[src/rtl/tlc_phase_seq.sv]
// Traffic-light phase sequencer driven by a 1 Hz tick strobe.
// Pedestrian green-shortening and flashing-yellow maintenance mode.
module tlc_phase_seq #(
  parameter int GREEN_SEC  = 10,
  parameter int YELLOW_SEC = 3,
  parameter int ALLRED_SEC = 1,
  parameter int PED_MIN    = 2,
  parameter int CNT_W      = 8
) (
  input  logic             clk_in,
  input  logic             rst_n,
  input  logic             tick_in,
  input  logic             ped_req,
  input  logic             flash_en,
  output logic [2:0]       ns_light,
  output logic [2:0]       ew_light,
  output logic [2:0]       phase,
  output logic [CNT_W-1:0] sec_left
);

  typedef enum logic [2:0] {
    NS_G  = 3'd0,
    NS_Y  = 3'd1,
    RED_A = 3'd2,
    EW_G  = 3'd3,
    EW_Y  = 3'd4,
    RED_B = 3'd5,
    FLASH = 3'd6
  } state_t;

  localparam logic [2:0] LAMP_R = 3'b100;
  localparam logic [2:0] LAMP_Y = 3'b010;
  localparam logic [2:0] LAMP_G = 3'b001;

  localparam logic [CNT_W-1:0] T_GREEN  = CNT_W'(GREEN_SEC);
  localparam logic [CNT_W-1:0] T_YELLOW = CNT_W'(YELLOW_SEC);
  localparam logic [CNT_W-1:0] T_ALLRED = CNT_W'(ALLRED_SEC);
  localparam logic [CNT_W-1:0] T_PEDMIN = CNT_W'(PED_MIN);
  localparam logic [CNT_W-1:0] ONE      = CNT_W'(1);

  state_t           state;
  state_t           nxt;
  logic             ped_pend;
  logic             flash_f;
  logic             is_green;
  logic [CNT_W-1:0] dec;

  function automatic state_t next_of(input state_t s);
    unique case (s)
      RED_B:   next_of = NS_G;
      NS_G:    next_of = NS_Y;
      NS_Y:    next_of = RED_A;
      RED_A:   next_of = EW_G;
      EW_G:    next_of = EW_Y;
      EW_Y:    next_of = RED_B;
      default: next_of = RED_B;
    endcase
  endfunction

  function automatic logic [CNT_W-1:0] dur_of(input state_t s);
    unique case (s)
      NS_G, EW_G: dur_of = T_GREEN;
      NS_Y, EW_Y: dur_of = T_YELLOW;
      default:    dur_of = T_ALLRED;
    endcase
  endfunction

  function automatic logic [2:0] ns_of(input state_t s);
    unique case (s)
      NS_G:    ns_of = LAMP_G;
      NS_Y:    ns_of = LAMP_Y;
      default: ns_of = LAMP_R;
    endcase
  endfunction

  function automatic logic [2:0] ew_of(input state_t s);
    unique case (s)
      EW_G:    ew_of = LAMP_G;
      EW_Y:    ew_of = LAMP_Y;
      default: ew_of = LAMP_R;
    endcase
  endfunction

  assign nxt      = next_of(state);
  assign dec      = sec_left - ONE;
  assign is_green = (state == NS_G) || (state == EW_G);
  assign phase    = state;

  // Phase FSM with registered lamps, countdown and pedestrian latch
  always_ff @(posedge clk_in) begin
    if (!rst_n) begin
      state    <= RED_B;
      sec_left <= T_ALLRED;
      ns_light <= LAMP_R;
      ew_light <= LAMP_R;
      ped_pend <= 1'b0;
      flash_f  <= 1'b0;
    end else begin
      ped_pend <= ped_pend | ped_req;
      if (state == FLASH) begin
        if (!flash_en) begin
          state    <= RED_B;
          sec_left <= T_ALLRED;
          ns_light <= LAMP_R;
          ew_light <= LAMP_R;
          flash_f  <= 1'b0;
        end else if (tick_in) begin
          flash_f  <= ~flash_f;
          ns_light <= {1'b0, ~flash_f, 1'b0};
          ew_light <= {1'b0, ~flash_f, 1'b0};
        end
      end else if (flash_en) begin
        state    <= FLASH;
        sec_left <= '0;
        flash_f  <= 1'b1;
        ns_light <= LAMP_Y;
        ew_light <= LAMP_Y;
      end else if (tick_in) begin
        if (sec_left == ONE) begin
          state    <= nxt;
          sec_left <= dur_of(nxt);
          ns_light <= ns_of(nxt);
          ew_light <= ew_of(nxt);
          if ((nxt == NS_Y) || (nxt == EW_Y))
            ped_pend <= 1'b0;
        end else if (is_green && (ped_pend || ped_req)
                     && (dec > T_PEDMIN)) begin
          sec_left <= T_PEDMIN;
        end else begin
          sec_left <= dec;
        end
      end
    end
  end

endmodule

[config.mk]
export PLATFORM = sky130hd
export DESIGN_NAME = tlc_phase_seq
export DESIGN_NICKNAME = d
export VERILOG_FILES = /design/src/rtl/tlc_phase_seq.sv
export SDC_FILE = /design/constraint.sdc
export NUM_CORES = 1
export LEC_CHECK = 0
export ABC_AREA = 1
export BUFFER_PORTS_ARGS = -buffer_cell sky130_fd_sc_hd__buf_2
export CAP_MARGIN = 10
export CORE_ASPECT_RATIO = 1.5
export CORE_MARGIN = 2
export CORE_UTILIZATION = 55
export DETAILED_ROUTE_END_ITERATION = 8
export GPL_ROUTABILITY_DRIVEN = 0
export GPL_TIMING_DRIVEN = 0
export PLACE_DENSITY = 0.81
export SLEW_MARGIN = 20
export SYNTH_ARGS = -nofsm -noshare
export SYNTH_HDL_FRONTEND = slang
export SYNTH_SLANG_ARGS = --single-unit
export TNS_END_PERCENT = 5
[constraint.sdc]
create_clock -name clk_in -period 1.8 [get_ports clk_in]
set_input_delay 0.18 -clock clk_in [delete_from_list [all_inputs] [get_ports clk_in]]
set_output_delay 0.18 -clock clk_in [all_outputs]
set_load 0.01 [all_outputs]
======== Yosys cells after proc, flatten, opt, wreduce, memory -nomap -nowiden ========
Cells that the tools add are included.
cells by class
  equal/unequal tests ..................... 11
  $add $sub $neg .......................... 1
  order comparisons ....................... 1
  reductions and logical operators ........ 16
  multiplexer cells ....................... 34
  bitwise operators ....................... 2
operators with widths
  cell                                                                              number
  8-bit 2-to-1 mux                                                                  6
  3-bit 2-to-1 mux                                                                  15
  3-bit one-hot mux with 5 select lines                                             1
  3-bit one-hot mux with 2 select lines                                             2
  3-bit by 2-bit equality test with 1-bit output (second input constant)            3
  3-bit equality test (second input constant)                                       3
  1-bit 2-to-1 mux                                                                  9
  8-bit by 1-bit equality test with 1-bit output (second input constant)            1
  8-bit by 2-bit greater-than comparator with 1-bit output (second input constant)  1
  4-bit one-hot mux with 2 select lines                                             1
  8-bit by 1-bit subtractor with 8-bit output (second input constant)               1
  3-bit by 1-bit equality test with 1-bit output (second input constant)            2
  3-bit logical NOT                                                                 2
  3-bit AND reduction                                                               2
  3-bit nonzero test                                                                2
  2-bit AND reduction                                                               2
  2-bit OR reduction                                                                2
  1-bit logical OR                                                                  3
  3-bit != test (second input constant)                                             1
  1-bit logical AND                                                                 2
  2-bit != test (second input constant)                                             1
  2-bit nonzero test                                                                1
  1-bit inverter                                                                    1
  1-bit bitwise OR                                                                  1
word-level totals
  logic and storage cells ................. 71
  output and inout port bits .............. 17
  bits in registers ....................... 19
  input bits .............................. 5

======== Logic depth before layout (Yosys ltp) ========
Gate-level depths: netlist of run 1.
  depth after elaboration ................. 9
  mapped depth ............................ 12
  gate-level depth less buffers ........... 12

======== Least setup slack after synthesis of run 1 ========
Ideal clock, no wire load.
  path type ............................... reg-to-reg
  start point ............................. reg sec_left[0]
  end point ............................... reg sec_left[0]
  cell stages (with the launch flop) ...... 12
  arrival ................................. 1.523 ns
  path buffers ............................ 0
  path slack .............................. 0.165 ns
  library setup time ...................... 0.112 ns
  clock period less this slack ............ 1.635 ns
  required time ........................... 1.688 ns
  cell sequence ........................... dfxtp_1 -> inv_2 -> ha_1 -> or2_2 -> nand3_1 -> nor2_1 -> nand3_2 -> nand2_4 -> nand2_1 -> nand2_1 -> nand2_1 -> nand2_1
between the ends
  longest elaborated chain between the ends .. 8
  elaborated cells on any way between the ends .. 9
  classes of those cells .................. add/sub: 1; order compare: 1; eq/ne: 1; mux: 5; reduce/logical: 1
ends and longest elaborated chain
  what                                                      line  text
  start, declared                                           18    output logic [CNT_W-1:0] sec_left
  start signal, assigned                                    121   sec_left <= dur_of(nxt);
  8-bit by 1-bit subtractor with 8-bit output               85    assign dec = sec_left - ONE;
  8-bit by 2-bit greater-than comparator with 1-bit output  127   && (dec > T_PEDMIN)) begin
  1-bit logical AND                                         127
  8-bit 2-to-1 mux                                          126   end else if (is_green && (ped_pend || ped_req)
  8-bit 2-to-1 mux (*)                                      119   if (sec_left == ONE) begin
  8-bit 2-to-1 mux (*)                                      118   end else if (tick_in) begin
  8-bit 2-to-1 mux (*)                                      112   end else if (flash_en) begin
  8-bit 2-to-1 mux (*)                                      100   if (state == FLASH) begin
Every way passes the cells marked *; elsewhere a longest branch is shown, timed or not. The select of a mux whose other input is x is not followed.
A chain may end at the register's enable or synchronous reset.

======== Final worst setup path of run 1 ========
  start point ............................. reg sec_left[0]
  end point ............................... reg sec_left[1]
The elaborated chain is that of the path after synthesis.

==> impl_metrics.csv, run 1 <==
group,metric,value,unit
sta,fin_skew,0.00167,ns
die,die_x,43.3,um
yosys,syn_area_per_cell,7.24,sq um
clocking,post-cts-setup-buffers,0,
critical_path,crit_fanout,7,
layout,antennaDiodeCount,0,
sta,final_max_slew_viol_count,0,
die,io_pins,22,
layout,finalNetCount,209,
die,die_h,62.9,um
placement,post_dp_cell_area,1400,sq um
critical_path,crit_arrival,1.87,ns
sta,min_period,1.62,ns
critical_path,crit_path_start,"sec_left[0]",
sta,clock.fmax,616,MHz
global_routing,grt_pass1_vias,1212,
sta,hold_viol_final,0,
clocking,cts_buffers,3,
die,start_util,57.7,%
die,coreArea,2210,sq um
sta,setup_viol,0,
pwr,ir_worst_vdd,752,uV
critical_path,crit_type,"register to register",
global_routing,antenna_found_initial,0,
outcome,outcome,"finished, final reports clean",
yosys,synth_flop_cell,"dfxtp_1",
layout,final_cell_area,1440,sq um
yosys,synth_nets,184,
routing,wl,2830,um
hold_path,min_path_type,"primary input to register",
layout,fillCellCount,212,
yosys,seq_area_frac_synth,29.9,%
routing,drt_iter0_drc,34,
sta,rsz0062_at_grt,"no",
layout,layout_common_cells,"nand2_1 (36), buf_2 (20), nor2_1 (18)",
yosys,synth_edf_count,0,
placement,io_buffers,20,
routing,vias,1231,
global_routing,grt-ovfl-total,0,
flow_run,drv_cap,0,
global_routing,grt_pass1_wl,4800,um
yosys,synth_cell_type_count,34,
sta,maxSlewHeadroom,67.3,%
clocking,worstSkewPairLatency,0.31,ns
sta,timing.final.crit_share,90.2,%
clocking,cts_tree,"done",
yosys,syn_area,1270,sq um
clocking,htree_levels,1,
global_routing,grt_max_degree,12,
routing,post_drt_via_cell_ratio,5.52,
global_routing,gr-usage-all-layers,22.4,%
routing,drc_errors,0,
routing,post_drt_wl_per_cell,12.7,um
yosys,yosysWarnings,0,
yosys,synth-seq-cells,19,
critical_path,start_kind,"register",
hold_path,hold_path.startpoint,"rst_n",
sta,setup_tns,0,ns
critical_path,r2r-start,"sec_left[0]",
sta,worst_pin_slew,0.491,ns
layout,drive_gt1_share,31.0,%
clocking,path_clk_slew,0.11,ns
placement,dp_hpwl,2270,um
die,num_rows,21,
routing,drtPass1Iterations,4,
clocking,cts-root-buf,"clkbuf_4",
pwr,powerDensity,944,nW/um^2
clocking,cts_hold_buf,0,
layout,final_common_cell,"nand2_1",
yosys,async_reset_ff_share,0,%
die,dieArea,2720,sq um
clocking,clkSinkCount,19,
clocking,cts_buffer_depth,2,
pwr,power.leakage,0.680,nW
yosys,netlist_instances,176,
critical_path,worst_ep_required_time,2.04,ns
routing,ant_nets,0,
critical_path,worst_setup_path_end_kind,"register",
layout,syn_to_final_growth,13.3,%
## cells in the mapped netlist (2+ instances only)
master    instances  area (sq um)
a21oi_1          13          65.1
a21oi_2           2          17.5
a31oi_1           2          12.5
dfxtp_1          19           380
ha_1              3          37.5
inv_1            16          60.1
inv_2             7          26.3
nand2_1          36           135
nand2_2           3          18.8
nand2_4           4          45.0
nand3_1          12          60.1
nand3_2           3          30.0
nand3_4           3          52.6
nand3b_1          2          15.0
nand4_1           3          18.8
nor2_1           18          67.6
nor2_2            4          25.0
nor2_8            2          40.0
o211ai_1          3          22.5
o21ai_0           3          15.0
o21ai_1           5          25.0
## worst max-delay path, stage by stage, from the launching register on
cell and delay (ns):
dfxtp_2 0.36, inv_2 0.12, ha_2 0.29, or2_2 0.28, nand3_1 0.08, nor2_1 0.05, nand3_2 0.08, nand2_4 0.07
nand2_1 0.06, nand2_1 0.04, a21oi_1 0.11
## registers in the layout, summed over array words and instances, names as in the netlist
signal    count
phase         3
ns_light      3
ew_light      3
flash_f       1
sec_left      8
ped_pend      1
## final timing paths
check,endpoint,slack [ns],cells after the start
setup / recovery,sec_left[1],0.18,10
hold / removal,ew_light[2],0.14,2
setup reg to reg,sec_left[1],0.18,10
hold reg to reg,ns_light[2],0.47,2
## report_power, final
part           internal (mW)  switching, mW  total (mW)
Clock                 0.0833          0.141       0.224
Combinational          0.225          0.383       0.608
Sequential             0.474         0.0558       0.530
## through the flow
stage               instances  setup WS (ns)  hold WS (ns)  util, %  power [mW]
finish                    223          0.177         0.139     65.4        1.36
global route              223         0.0305         0.145     65.4        1.46
CTS                       223         0.0230         0.138     64.8        1.36
detailed placement        219         0.0484         0.450     63.5        1.14
global placement          219         0.0906         0.442     63.5        1.12
floorplan                 176          0.165         0.264        -       0.994
## layer usage
metal | vias to the layer above | wire [um] | global-route usage (%)
met3 | 5 | 83 | 2.02
li1 | 627 | - | -
met5 | - | 0 | 0
met2 | 36 | 1620 | 43.7
met1 | 563 | 1070 | 22.3
met4 | 0 | 56 | 10.2
## cell type report
type / instances / area (sq um) / share of cell area, %
Timing Repair Buffer: 20 / 100 / 6.94
Tap cell: 23 / 28.8 / 1.99
Multi-Input combinational cell: 130 / 791 / 54.8
Clock inverter: 1 / 5.00 / 0.347
Sequential cell: 19 / 383 / 26.5
Clock buffer: 3 / 22.5 / 1.56
Buffer: 2 / 11.3 / 0.781
Inverter: 25 / 101 / 7.03
## logic make-up (layout without fill, tap and decap cells)
| kind of cell | Yosys count | in the layout | share of synthesized area [%] |
|---|---|---|---|
| and+or+nand+nor | 93 | 93 | 41.6 |
| buffers and inverters | 27 | 51 | 8.84 |
| DFF | 19 | 19 | 29.9 |
| adders and majority gates | 3 | 3 | 2.95 |
| AOI/OAI and AO/OA | 33 | 33 | 16.0 |
| xor gates and xnor gates | 1 | 1 | 0.688 |
## timing repair
action,4_1_cts,5_1_grt
setup endpoints to repair,0,7
hold endpoints to repair,0,0
resized for setup,0,4
(Power assumes the default switching activity.)
==> run 2, diff against run 1 <==
- CORE_UTILIZATION: 55 -> 45
- PLACE_DENSITY: 0.81 -> 0.69
==> run 2 against run 1 <==
  * Via count is 2.5% lower
  * Combinational power decreased by 0.7%
  * Clock skew is 0.00074 ns higher
  * Largest cell class unchanged
  * Critical endpoint unchanged
  * Register-to-register slack is essentially flat
  * First-iteration DRC count down 44%
  * Sequential share of layout area down 0.65 points
  * Final area rose by 2.5%
  * Total power grew 5.3%
==> impl_metrics.csv, run 2 (synthesis gave the netlist of run 1 again) <==
group,metric,value,unit
outcome,outcome,"finished, final reports clean",
die,io_pins,22,
routing,post_drt_via_cell_ratio,5.06,
sta,setup_viol,0,
pwr,p_switching,0.581,mW
global_routing,grt_max_degree,12,
critical_path,worst_setup_path_end_kind,"register",
sta,final_max_slew_viol_count,0,
pwr,powerDensity,970,nW/um^2
routing,vias,1200,
layout,drive_gt1_share,31.0,%
sta,fin_skew,0.00241,ns
clocking,cts-root-buf,"clkbuf_8",
hold_path,holdPathEnd,"ew_light[2]",
critical_path,max_stage_delay,0.35,ns
routing,wl,2800,um
global_routing,antenna_found_initial,0,
critical_path,critical_path_buf_inv_count,1,
placement,io_buffers,20,
routing,drt_iter0_drc,19,
layout,layout_common_cells,"nand2_1 (36), buf_2 (20), nor2_1 (18)",
critical_path,crit_arrival,1.80,ns
layout,largest_reg_flops,8,
hold_path,hold_path.startpoint,"rst_n",
placement,place_inst,233,
layout,finalNetCount,209,
pwr,power.leakage,0.687,nW
routing,drtPass1Iterations,4,
die,num_rows,23,
layout,final_common_cell,"nand2_1",
pwr,swShare,40.5,%
critical_path,start_kind,"register",
critical_path,r2r_cells,10,
hold_path,min_path_type,"primary input to register",
sta,worst_pin_slew,0.523,ns
critical_path,path_cells,"inv_2 > ha_2 > or2_2 > nand3_1 > nor2_1 > nand3_2 > nand2_4 > nand2_1 > nand2_1 > a21oi_1",
clocking,post-cts-setup-buffers,0,
pwr,ir_worst_vdd,683,uV
sta,min_period,1.63,ns
layout,fillCellCount,273,
clocking,htree_levels,1,
sta,timing.final.crit_share,90.3,%
critical_path,reg2reg_slack,0.17,ns
clocking,cts_hold_buf,0,
layout,regArea,383,sq um
critical_path,r2r-end,"sec_left[1]",
pwr,p_int,0.854,mW
die,die_x,47.4,um
hold_path,whs_path_depth,2,
critical_path,worst_path_max_delay_cell,"dfxtp_2",
die,coreArea,2680,sq um
pwr,p_seq_share,37.0,%
layout,syn_to_final_growth,16.1,%
pwr,combPwrFrac,42.1,%
pwr,clkPwrFrac,20.8,%
die,start_util,47.6,%
critical_path,crit_type,"register to register",
sta,clock.fmax,615,MHz
sta,rsz0062_at_grt,"no",
clocking,clkSinkCount,19,
routing,post_drt_wl_per_cell,11.8,um
placement,dp_hpwl,2270,um
sta,setup_tns,0,ns
critical_path,cpMostUsedCell,"nand2_1",
sta,hold_viol_final,0,
die,dieArea,3280,sq um
die,die_h,69.2,um
sta,maxSlewHeadroom,65.1,%
critical_path,crit_fanout,7,
critical_path,worst_ep_required_time,1.98,ns
layout,multi_input_area,791,sq um
clocking,worstSkewPairLatency,0.26,ns
clocking,cts_tree,"done",
critical_path,r2r-start,"sec_left[0]",
layout,top_register,"sec_left",
routing,drc_errors,0,
global_routing,grt_pass1_vias,1124,
clocking,path_clk_slew,0.07,ns
global_routing,grt_pass1_wl,4750,um
clocking,cts_buffer_depth,2,
clocking,cts_buffers,3,
flow_run,drv_cap,0,
global_routing,grt-ovfl-total,0,
global_routing,gr-usage-all-layers,19.2,%
routing,ant_nets,0,
layout,final_cells,237,
layout,antennaDiodeCount,0,
critical_path,cp_top_family,"simple AND/OR/NAND/NOR gates",
critical_path,crit_path_start,"sec_left[0]",
-- run 2: worst max-delay path by stage --
stage                             end  slack [ns]  cells after the start
after CTS                 sec_left[1]        0.06                     10
after global placement    sec_left[1]        0.08                     10
after detailed placement  sec_left[1]        0.07                     10
final                     sec_left[1]        0.17                     10
after floorplan           sec_left[0]        0.17                     11
after global routing      sec_left[6]        0.02                     10
-- run 2: power groups by stage --
stage	clock network, mW	logic (mW)	registers (mW)
after CTS	0.304	0.600	0.529
after detailed placement	0	0.597	0.539
final	0.299	0.604	0.531
after global routing	0.326	0.678	0.538
after floorplan	0	0.438	0.556
after global placement	0	0.589	0.536
-- run 2: timing repair --
| action | 4_1_cts | 5_1_grt |
|---|---|---|
| gates resized for setup | 0 | 4 |
| endpoints found under the hold margin | 0 | 0 |
| endpoints found under the setup margin | 0 | 7 |
-- run 2: worst register-to-register path, delay by kind of cell (launching register included) --
family | cells | cell delay [ns]
AOI/OAI and AO/OA | 1 | 0.13
adders and majority gates | 1 | 0.29
buffers and inverters | 1 | 0.11
DFF | 1 | 0.35
and+or+nand+nor | 7 | 0.67
-- run 2: area by class of cell --
type	instances	area share, %
inverters	25	6.85
well taps	37	3.13
flip-flops and latches	19	25.9
clock buffers	3	2.79
multi-input cells	130	53.5
plain buffers	2	0.761
clock inverters	1	0.338
repair buffers	20	6.77
-- run 2: metal layers --
| metal | global-route usage, % | up-vias | routed length [um] |
|---|---|---|---|
| li1 | - | 629 | - |
| met5 | 0 | - | 0 |
| met1 | 23.1 | 542 | 1170 |
| met2 | 32.9 | 23 | 1510 |
| met4 | 6.79 | 0 | 47 |
| met3 | 2.36 | 6 | 81 |
-- run 2: per-stage QoR --
stage                     setup WS [ns]  power, mW  utilization [%]  instance area, sq um  hold slack [ns]
after detailed placement         0.0719       1.14             53.1                  1420            0.450
after global placement           0.0765       1.12             53.1                  1420            0.443
after CTS                        0.0562       1.43             54.8                  1470            0.207
final                             0.175       1.43             55.3                  1480            0.207
after floorplan                   0.165      0.994                -                  1270            0.264
after global routing             0.0158       1.54             55.3                  1480            0.214
==> run 3, diff against run 2 <==
- ABC_AREA: 1 -> default
- CELL_PAD_IN_SITES_DETAIL_PLACEMENT: default -> 0
- CELL_PAD_IN_SITES_GLOBAL_PLACEMENT: default -> 1
- CORE_UTILIZATION: 45 -> 41
- PLACE_DENSITY: 0.69 -> 0.81
==> run 3 against run 2 <==
  * Final area increased by 13%
  * Clock power about the same
  * Die area increased by 20%
  * Sequential share of layout area decreased by 2.7 points
  * Synthesized cell count decreased by 0.57%
  * Global-route usage decreased by 0.15 points
  * First-iteration DRC count increased by 140%
  * Utilization decreased by 5.3 points
  * Combinational power increased by 38%
  * Sequential cell count unchanged
  * Non-clock buffer count increased by 14
==> impl_metrics.csv, run 3 <==
group,metric,value,unit
routing,post_drt_wl_per_cell,14.2,um
sta,setup_tns,0,ns
die,io_pins,22,
yosys,syn_area,1410,sq um
routing,post_drt_via_cell_ratio,5.57,
global_routing,grt_pass1_wl,5670,um
die,dieArea,3930,sq um
sta,hold_viol_final,0,
layout,final_cell_area,1670,sq um
yosys,synth_nets,183,
global_routing,grt_pass1_vias,1248,
hold_path,hold_path.startpoint,"ped_req",
yosys,synth.area.top_cells,"dfxtp_1 (27%), nor2_1 (4.5%), mux2i_1 (4.3%)",
yosys,synth-seq-cells,19,
routing,wl,3450,um
die,die_x,51.8,um
layout,antennaDiodeCount,0,
yosys,async_reset_ff_share,0,%
yosys,synth.largest_area_cell,"dfxtp_1",
pwr,p_int,1.00,mW
critical_path,worst_setup_path_end_kind,"register",
layout,largest_reg_flops,8,
global_routing,gr-usage-all-layers,19.1,%
hold_path,min_path_type,"primary input to register",
outcome,outcome,"finished, final reports clean",
layout,layout_common_cells,"buf_2 (22), nor2_1 (17), dfxtp_1 (17)",
die,start_util,42.0,%
clocking,htree_levels,1,
global_routing,grt_max_degree,11,
sta,worst_pin_slew,0.473,ns
layout,drive_gt1_share,26.7,%
layout,final_common_cell,"buf_2",
global_routing,antenna_found_initial,0,
pwr,ir_worst_vdd,528,uV
clocking,cts_tree,"done",
sta,fin_skew,0.00231,ns
critical_path,r2r_cells,7,
routing,drt_iter0_drc,45,
layout,finalNetCount,211,
hold_path,holdPathEnd,"ped_pend",
clocking,clkSinkCount,19,
pwr,powerDensity,1010,nW/um^2
pwr,power,1.69,mW
yosys,yosys.area.top_type_share,27.0,%
pwr,power.leakage,0.677,nW
yosys,seq_area_frac_synth,27.0,%
global_routing,grt-ovfl-total,0,
yosys,yosysWarnings,0,
yosys,ys_top_cells_by_count,"dfxtp_1 (19), nor2_1 (17), nand2_1 (13)",
sta,clock.fmax,576,MHz
critical_path,r2r-start,"sec_left[0]",
yosys,synth.most_common_cell,"dfxtp_1",
yosys,netlist_instances,175,
hold_path,whs_path_depth,3,
placement,pre_cts_ws,-0.168,ns
layout,fin_util,49.9,%
critical_path,crit_arrival,1.91,ns
clocking,cts_buffer_depth,2,
yosys,syn_area_per_cell,8.04,sq um
pwr,clkPwrFrac,17.9,%
routing,drtPass1Iterations,4,
pwr,combPwrFrac,49.5,%
sta,maxSlewHeadroom,68.2,%
die,num_rows,26,
placement,io_buffers,20,
yosys,synth_flop_cell,"dfxtp_1",
sta,setup_viol,0,
pwr,swShare,40.5,%
die,coreArea,3350,sq um
critical_path,reg2reg_slack,0.07,ns
clocking,path_clk_slew,0.07,ns
clocking,cts-root-buf,"clkbuf_8",
critical_path,crit_fanout,10,
layout,top_register,"sec_left",
critical_path,worst_ep_required_time,1.98,ns
sta,timing.final.crit_share,96.4,%
clocking,worstSkewPairLatency,0.26,ns
critical_path,start_kind,"register",
placement,dp_hpwl,2610,um
yosys,synth_edf_count,0,
placement,post_dp_cell_area,1560,sq um
routing,vias,1360,
die,die_h,75.8,um
flow_run,drv_cap,0,
layout,fillCellCount,331,
yosys,synth_cell_type_count,55,
critical_path,crit_type,"register to register",
sta,rsz0062_at_grt,"yes",
routing,ant_nets,0,
clocking,cts_buffers,3,
routing,drc_errors,0,
critical_path,r2r-end,"sec_left[0]",
sta,worst_slack,0.0651,ns
layout,syn_to_final_growth,18.8,%
pwr,p_seq_share,32.6,%
sta,min_period,1.73,ns
pwr,p_switching,0.683,mW
sta,final_max_slew_viol_count,0,
run 3: cell count changes after synthesis, sizes merged, moves of 5 or more:
cell,before,now
mux2i,0,6
inv,24,5
buf,1,7
nor2b,0,7
nor2,25,18
o21ai,8,16
nand3,18,7
nor3,1,7
nand2,43,14
clkbuf,1,6
run 3: stage by stage:
stage	cells	hold WS [ns]
5_1_grt	244	0.280
3_3_place_gp	237	0.449
3_5_place_dp	237	0.459
2_1_floorplan	175	0.393
6_report	244	0.246
4_1_cts	241	0.245
run 3: worst max path at each step:
stage | from | to | depth (start not counted) | slack [ns]
3_5_place_dp | sec_left[0] | ns_light[2] | 6 | -0.17
4_1_cts | sec_left[0] | ns_light[2] | 6 | 0.01
3_3_place_gp | sec_left[0] | ew_light[2] | 6 | -0.17
2_1_floorplan | sec_left[0] | sec_left[0] | 7 | 0.05
6_report | sec_left[0] | sec_left[0] | 7 | 0.07
5_1_grt | sec_left[0] | ew_light[2] | 6 | -0.04
run 3: layout make-up:
cell class	instances	area, sq um	share of cell area, %
clock buffer	4	45.0	2.69
tap	42	52.6	3.14
multi-input combinational	138	965	57.7
sequential	19	388	23.2
inverter	5	18.8	1.12
timing repair buffer	23	123	7.33
buffer	13	81.3	4.86
run 3: power groups by stage:
stage | combinational, mW | sequential, mW | clock [mW]
after floorplan | 0.586 | 0.571 | 0
after global placement | 0.776 | 0.552 | 0
after detailed placement | 0.779 | 0.557 | 0
after CTS | 0.802 | 0.553 | 0.310
after global routing | 0.918 | 0.558 | 0.327
final | 0.833 | 0.549 | 0.302
run 3: cell families after synthesis:
group,share of synthesized area [%]
AOI/OAI and AO/OA,23.5
DFF,27.0
xor gates and xnor gates,3.11
buffers and inverters,7.11
and+or+nand+nor,32.4
muxes,4.27
adders and majority gates,2.67
run 3: critical path, stage by stage (launching register included):
cell	delay [ns]
dfxtp_4	0.40
ha_1	0.16
nor4b_4	0.27
and2_1	0.19
buf_6	0.13
a21oi_2	0.05
o31a_1	0.30
o221ai_2	0.16
run 3: what timing repair did:
item	4_1_cts	5_1_grt
buffers inserted	0	3
gates resized for setup	5	5
hold buffers	0	0
setup endpoints to repair	15	14
pin swaps	1	3
run 3: metal layers:
| metal | routed length [um] | track usage, % | vias to the layer above | share of wire, % |
|---|---|---|---|---|
| li1 | - | - | 682 | - |
| met1 | 1470 | 21.8 | 633 | 42 |
| met2 | 1800 | 35.4 | 37 | 52 |
| met3 | 117 | 2.55 | 8 | 3.4 |
| met4 | 69 | 7.31 | 0 | 2.0 |
| met5 | 0 | 0 | - | 0 |
